==> config.mk <==
export PLATFORM = sky130hd
export DESIGN_NAME = load_store_unit
export DESIGN_NICKNAME = d
export VERILOG_FILES = /design/src/rtl/load_store_unit.sv
export SDC_FILE = /design/constraint.sdc
export NUM_CORES = 1
export LEC_CHECK = 0
export CAP_MARGIN = 30
export CORE_ASPECT_RATIO = 0.9
export CORE_MARGIN = 5
export CORE_UTILIZATION = 49
export CTS_CLUSTER_SIZE = 25
export DETAILED_ROUTE_END_ITERATION = 6
export GPL_ROUTABILITY_DRIVEN = 1
export PLACE_DENSITY = 0.82
export SYNTH_ARGS = -nofsm -noshare
export SYNTH_HDL_FRONTEND = slang
export SYNTH_SLANG_ARGS = --single-unit
==> constraint.sdc <==
create_clock -name clk -period 3.45 [get_ports clk]
set_clock_uncertainty 0.15 [all_clocks]
set_input_delay 0.345 -clock clk [delete_from_list [all_inputs] [get_ports clk]]
set_output_delay 0.345 -clock clk [all_outputs]
set_load 0.03 [all_outputs]
==> src/rtl/load_store_unit.sv <==
// load_store_unit: single-outstanding CPU load/store engine for a word-wide,
// little-endian data memory. Byte and halfword stores are done as
// read-modify-write. Misaligned, out-of-range and illegal-size requests
// get an error response without touching memory.
//
// Ports:
//   clk, rst_n                        clock, async active-low reset
//   req_valid/req_ready               request handshake (ready only in IDLE)
//   req_write, req_size, req_unsigned request kind, size, load extension
//   req_addr, req_wdata               byte address, right-justified store data
//   resp_valid, resp_err, resp_rdata  one-cycle registered response
//   mem_read, mem_write               memory strobes (registered)
//   mem_address, mem_write_data       word-aligned address, write word
//   mem_read_data                     combinational read word from memory
module load_store_unit #(
   parameter int MEM_BYTES = 16384
) (
   input  logic        clk,
   input  logic        rst_n,
   input  logic        req_valid,
   output logic        req_ready,
   input  logic        req_write,
   input  logic [1:0]  req_size,
   input  logic        req_unsigned,
   input  logic [31:0] req_addr,
   input  logic [31:0] req_wdata,
   output logic        resp_valid,
   output logic        resp_err,
   output logic [31:0] resp_rdata,
   output logic        mem_read,
   output logic        mem_write,
   output logic [31:0] mem_address,
   output logic [31:0] mem_write_data,
   input  logic [31:0] mem_read_data
);

   localparam logic [1:0] ST_IDLE  = 2'd0;
   localparam logic [1:0] ST_READ  = 2'd1;
   localparam logic [1:0] ST_WRITE = 2'd2;
   localparam logic [1:0] ST_RESP  = 2'd3;

   localparam logic [1:0] SZ_BYTE = 2'b00;
   localparam logic [1:0] SZ_HALF = 2'b01;
   localparam logic [1:0] SZ_WORD = 2'b10;

   localparam logic [31:0] MEM_LIMIT = 32'(MEM_BYTES);

   // Select the addressed lane of a memory word and extend it to 32 bits.
   function automatic logic [31:0] load_extend(input logic [31:0] word,
                                                input logic [1:0]  size,
                                                input logic [1:0]  lo,
                                                input logic        uns);
      logic [7:0]  b;
      logic [15:0] h;
      logic [31:0] r;
      b = word[{lo, 3'b000} +: 8];
      h = lo[1] ? word[31:16] : word[15:0];
      case (size)
         SZ_BYTE: r = {{24{~uns & b[7]}}, b};
         SZ_HALF: r = {{16{~uns & h[15]}}, h};
         default: r = word;
      endcase
      return r;
   endfunction

   // Replace only the addressed lane(s) of a memory word with store data.
   function automatic logic [31:0] store_merge(input logic [31:0] word,
                                               input logic [31:0] wd,
                                               input logic [1:0]  size,
                                               input logic [1:0]  lo);
      logic [31:0] r;
      r = word;
      case (size)
         SZ_BYTE: r[{lo, 3'b000} +: 8] = wd[7:0];
         SZ_HALF: begin
            if (lo[1]) r[31:16] = wd[15:0];
            else       r[15:0]  = wd[15:0];
         end
         default: r = wd;
      endcase
      return r;
   endfunction

   logic [1:0]  state_q, state_d;
   logic        write_q, write_d;
   logic [1:0]  size_q, size_d;
   logic        unsigned_q, unsigned_d;
   logic [31:0] addr_q, addr_d;
   logic [31:0] wdata_q, wdata_d;
   logic        ready_q, ready_d;
   logic        resp_valid_q, resp_valid_d;
   logic        resp_err_q, resp_err_d;
   logic [31:0] resp_rdata_q, resp_rdata_d;
   logic        mem_read_q, mem_read_d;
   logic        mem_write_q, mem_write_d;
   logic [31:0] mem_address_q, mem_address_d;
   logic [31:0] mem_wdata_q, mem_wdata_d;
   logic        req_err_s;

   // Classify the incoming request as erroneous (size, alignment, range).
   always_comb begin
      req_err_s = 1'b0;
      case (req_size)
         SZ_BYTE: req_err_s = 1'b0;
         SZ_HALF: req_err_s = req_addr[0];
         SZ_WORD: req_err_s = |req_addr[1:0];
         default: req_err_s = 1'b1;
      endcase
      if (req_addr >= MEM_LIMIT) req_err_s = 1'b1;
      else                       req_err_s = req_err_s;
   end

   // Next-state and next-output logic; all outputs are computed one cycle
   // ahead so every port is driven straight from a flop.
   always_comb begin
      state_d       = state_q;
      write_d       = write_q;
      size_d        = size_q;
      unsigned_d    = unsigned_q;
      addr_d        = addr_q;
      wdata_d       = wdata_q;
      ready_d       = 1'b0;
      resp_valid_d  = 1'b0;
      resp_err_d    = 1'b0;
      resp_rdata_d  = 32'h0;
      mem_read_d    = 1'b0;
      mem_write_d   = 1'b0;
      mem_address_d = 32'h0;
      mem_wdata_d   = 32'h0;
      case (state_q)
         ST_IDLE: begin
            if (req_valid) begin
               write_d    = req_write;
               size_d     = req_size;
               unsigned_d = req_unsigned;
               addr_d     = req_addr;
               wdata_d    = req_wdata;
               if (req_err_s) begin
                  state_d      = ST_RESP;
                  resp_valid_d = 1'b1;
                  resp_err_d   = 1'b1;
               end else if (!req_write || (req_size != SZ_WORD)) begin
                  // Loads and sub-word stores both start with a read.
                  state_d       = ST_READ;
                  mem_read_d    = 1'b1;
                  mem_address_d = {req_addr[31:2], 2'b00};
               end else begin
                  state_d       = ST_WRITE;
                  mem_write_d   = 1'b1;
                  mem_address_d = {req_addr[31:2], 2'b00};
                  mem_wdata_d   = req_wdata;
               end
            end else begin
               ready_d = 1'b1;
            end
         end
         ST_READ: begin
            if (write_q) begin
               state_d       = ST_WRITE;
               mem_write_d   = 1'b1;
               mem_address_d = {addr_q[31:2], 2'b00};
               mem_wdata_d   = store_merge(mem_read_data, wdata_q, size_q, addr_q[1:0]);
            end else begin
               state_d      = ST_RESP;
               resp_valid_d = 1'b1;
               resp_rdata_d = load_extend(mem_read_data, size_q, addr_q[1:0], unsigned_q);
            end
         end
         ST_WRITE: begin
            state_d      = ST_RESP;
            resp_valid_d = 1'b1;
         end
         ST_RESP: begin
            state_d = ST_IDLE;
            ready_d = 1'b1;
         end
         default: begin
            state_d = ST_IDLE;
            ready_d = 1'b1;
         end
      endcase
   end

   // State and output registers; reset aborts any access in flight.
   always_ff @(posedge clk or negedge rst_n) begin
      if (!rst_n) begin
         state_q       <= ST_IDLE;
         write_q       <= 1'b0;
         size_q        <= 2'b00;
         unsigned_q    <= 1'b0;
         addr_q        <= 32'h0;
         wdata_q       <= 32'h0;
         ready_q       <= 1'b1;
         resp_valid_q  <= 1'b0;
         resp_err_q    <= 1'b0;
         resp_rdata_q  <= 32'h0;
         mem_read_q    <= 1'b0;
         mem_write_q   <= 1'b0;
         mem_address_q <= 32'h0;
         mem_wdata_q   <= 32'h0;
      end else begin
         state_q       <= state_d;
         write_q       <= write_d;
         size_q        <= size_d;
         unsigned_q    <= unsigned_d;
         addr_q        <= addr_d;
         wdata_q       <= wdata_d;
         ready_q       <= ready_d;
         resp_valid_q  <= resp_valid_d;
         resp_err_q    <= resp_err_d;
         resp_rdata_q  <= resp_rdata_d;
         mem_read_q    <= mem_read_d;
         mem_write_q   <= mem_write_d;
         mem_address_q <= mem_address_d;
         mem_wdata_q   <= mem_wdata_d;
      end
   end

   assign req_ready      = ready_q;
   assign resp_valid     = resp_valid_q;
   assign resp_err       = resp_err_q;
   assign resp_rdata     = resp_rdata_q;
   assign mem_read       = mem_read_q;
   assign mem_write      = mem_write_q;
   assign mem_address    = mem_address_q;
   assign mem_write_data = mem_wdata_q;

endmodule

==> impl_metrics.json <==
{
  "outcome": "finished, final reports clean",
  "fin_util": 0.682,
  "cts_root_buf": "clkbuf_16",
  "area_delta_synth_final_pct": 35.5,
  "r2r-start": "state_q[1]",
  "die_y_um": 130,
  "dp_hpwl_mm": 16.9,
  "hold_viol": 0,
  "vias": 7021,
  "peakVddDrop_v": 0.000516,
  "die_w_um": 143,
  "grt_use_total": 0.261,
  "core-area_um2": 15500,
  "instances_no_fill": 1195,
  "pre_cts_ws_ns": 0.339,
  "critPathSlowestCell": "or4_1",
  "die_area_um2": 18500,
  "ctsResizeCount": 0,
  "power_density_nw_per_um2": 789,
  "crit_buf_inv": 2,
  "crit_path_end_kind": "flop",
  "ys_types": 52,
  "nets": 1092,
  "holdBufCountCts": 1,
  "async_reset_ff_frac": 1.00,
  "drtAntennaViolNets": 0,
  "comb_power_share": 0.413,
  "whs_ns": 0.304,
  "fmax_mhz": 365,
  "placed_cells": 1162,
  "worst-slew-pin-transition_ns": 0.878,
  "tritoncts": "built",
  "design_power_total_mw": 8.34,
  "rows": 43,
  "cts_max_level": 4,
  "critPathRequiredTime_ns": 3.64,
  "critPathLaunch": "req_addr[20]",
  "drt-total-wl_mm": 24.0,
  "grt_pass1_wl_mm": 37.2,
  "ys_ff_latch": 169,
  "fin_crit_ns": 2.74,
  "synthFlopType": "dfrtp_1",
  "drt-vias-per-instance": 5.88,
  "ys_warn_count": 0,
  "clk_pin_slew_ns": 0.06,
  "start_kind": "input pin",
  "finalSetupViolCount": 0,
  "p_int_mw": 4.94,
  "p_switching_mw": 3.40,
  "syn_inst": 794,
  "grt_start_max_net_pins": 63,
  "numClockSinks": 169,
  "place_area_um2": 10000,
  "portBuffers": 201,
  "critPathKind": "in2reg",
  "slowest_delay_ns": 0.83,
  "fin_crit_sh": 0.795,
  "synth_seq_area_share": 0.543,
  "netSwitchingFraction": 0.408,
  "synth_edf_count": 0,
  "fin_setup_tns_ns": 0,
  "post_cts_buffers": 0,
  "holdCritPathClass": "in2async",
  "max-cap-violations": 0,
  "cts.path.max_buffers": 2,
  "cp.arrival_ns": 2.93,
  "diodes": 0,
  "antenna_found_initial": 0,
  "clock_power_share": 0.214,
  "setup_ws_ns": 0.708,
  "cts_buffers": 17,
  "grt_pass1_vias": 6795,
  "clk_latency_ns": 0.43,
  "initial_core_util": 0.503,
  "syn_area_um2": 7800,
  "cp_top_family": "simple AND/OR/NAND/NOR gates",
  "dr.pass1.iters": 6,
  "design_area_um2": 10600,
  "seqPwrFrac": 0.373,
  "crit_fanout": 23,
  "p_leak_nw": 4.94,
  "place_congestion": 0.920,
  "maxSlewViolCount": 0,
  "drc": 0,
  "grt-ovfl-total": 0,
  "drtIter0Drc": 709,
  "avgRoutedWirePerCell_um": 20.1,
  "ioPinCount": 204,
  "drive_above_1_share": 0.0775,
  "rsz0062_at_grt": "false",
  "synth_area_per_cell_um2": 9.82,
  "crit_chain": "clkdlybuf4s50_1 -> nor4_1 -> nand4_1 -> or4_1 -> buf_12 -> o21ai_0",
  "relSlewSlack": 0.410
}
[per-layer routing]
layer	global-route usage	wire length, um	up-vias
met4	0.117	918	0
met2	0.393	10800	399
met3	0.0900	2770	67
met1	0.344	9520	3395
met5	0	0	-
li1	-	-	3160
[worst paths after layout]
path | endpoint | slack, ns | cells past startpoint
worst max-delay path | mem_write_data[7] | 0.71 | 6
worst min-delay path | resp_rdata[15] | 0.30 | 2
worst max register to register | mem_write_data[30] | 0.71 | 7
worst min register to register | addr_q[17] | 0.32 | 2
max in group asynchronous | resp_rdata[12] | 1.87 | 3
min in group clk | unsigned_q | 0.31 | 3
[logic make-up (layout without fill, tap and decap cells)]
logic type / Yosys count / after routing / share of synthesized area
fa+ha+maj: 9 / 9 / 0.0144
mux: 26 / 26 / 0.0453
simple gates: 348 / 348 / 0.201
compound gates: 174 / 174 / 0.158
buf+inv: 67 / 265 / 0.0385
flops: 169 / 169 / 0.543
other cells: 1 / 2 / 0.000481
[cell usage after synthesis (2+ instances only)]
master    number  area (um^2)
nand2_1      233          875
dfrtp_1      168         4200
clkbuf_1      40          150
o21ai_0       39          195
and3_1        28          175
o22ai_1       18          113
a21o_1        16          120
nor2_1        16         60.1
a22oi_1       15          113
mux2i_1       15          150
o211ai_1      14          105
nor2b_1       13         81.3
a32o_1        12          120
nand3_1       12         60.1
nor3_1        12         60.1
o21a_1        10         75.1
a21oi_1        9         45.0
ha_1           9          113
buf_2          8         40.0
inv_1          8         30.0
o21ai_1        8         40.0
a222oi_1       7         70.1
a32oi_1        7         61.3
and3b_1        7         61.3
mux4_2         7          158
a31oi_1        6         37.5
nand2b_1       6         37.5
a221o_1        5         50.1
and2_1         4         25.0
buf_1          4         15.0
buf_6          4         45.0
mux2_2         4         45.0
nor4_1         4         25.0
nand3b_1       3         22.5
o21bai_1       3         22.5
a221oi_1       2         17.5
buf_4          2         15.0
or2_2          2         12.5
[area by class of cell]
type                            count  area (um^2)
Clock buffer                       18          439
Multi-Input combinational cell    559         3280
Tap cell                          202          253
Clock inverter                     14          115
Inverter                            8         30.0
Fill cell                        1212         4930
Timing Repair Buffer              225         2220
Sequential cell                   169         4230
[placed cells by master (no fill, tap or decap), types with 8 or more instances in the layout]
cell type / count
a21o_1: 16
a21oi_1: 9
nand2_1: 232
o21a_1: 10
inv_1: 8
dfrtp_1: 167
a22oi_1: 15
buf_4: 21
nor2_1: 16
clkbuf_16: 17
nor3_1: 11
a32o_1: 12
nor2b_1: 13
mux2i_1: 15
nand3_1: 12
o21ai_1: 8
ha_1: 9
o211ai_1: 14
clkdlybuf4s50_1: 200
o22ai_1: 18
and3_1: 28
o21ai_0: 39
[power by group through the flow]
stage               logic, mW  clock network [mW]  registers [mW]
floorplan                1.93                   0            3.32
global placement         3.31                   0            3.09
detailed placement       3.39                   0            3.12
CTS                      3.42                1.81            3.09
global route             3.74                1.91            3.18
finish                   3.44                1.78            3.11
[sequential cells by signal (all words and copies together) (netlist names)]
register and count:
addr_q 32, mem_address 30, mem_read 1, mem_write 1, mem_write_data 32, req_ready 1
resp_err 1, resp_rdata 32, resp_valid 1, size_q 2, state_q 2, unsigned_q 1
wdata_q 32, write_q 1
[worst register-to-register path: cells and delay by family, from the launching register on]
kind,cells,cell delay [ns]
AND/OR/NAND/NOR,2,0.75
AO/OA/AOI/OAI,2,0.38
buffers and inverters,2,0.33
adder cells (fa/ha/maj),1,0.63
flip-flops,1,0.40
No activity file was read; power rests on OpenSTA's default activity.
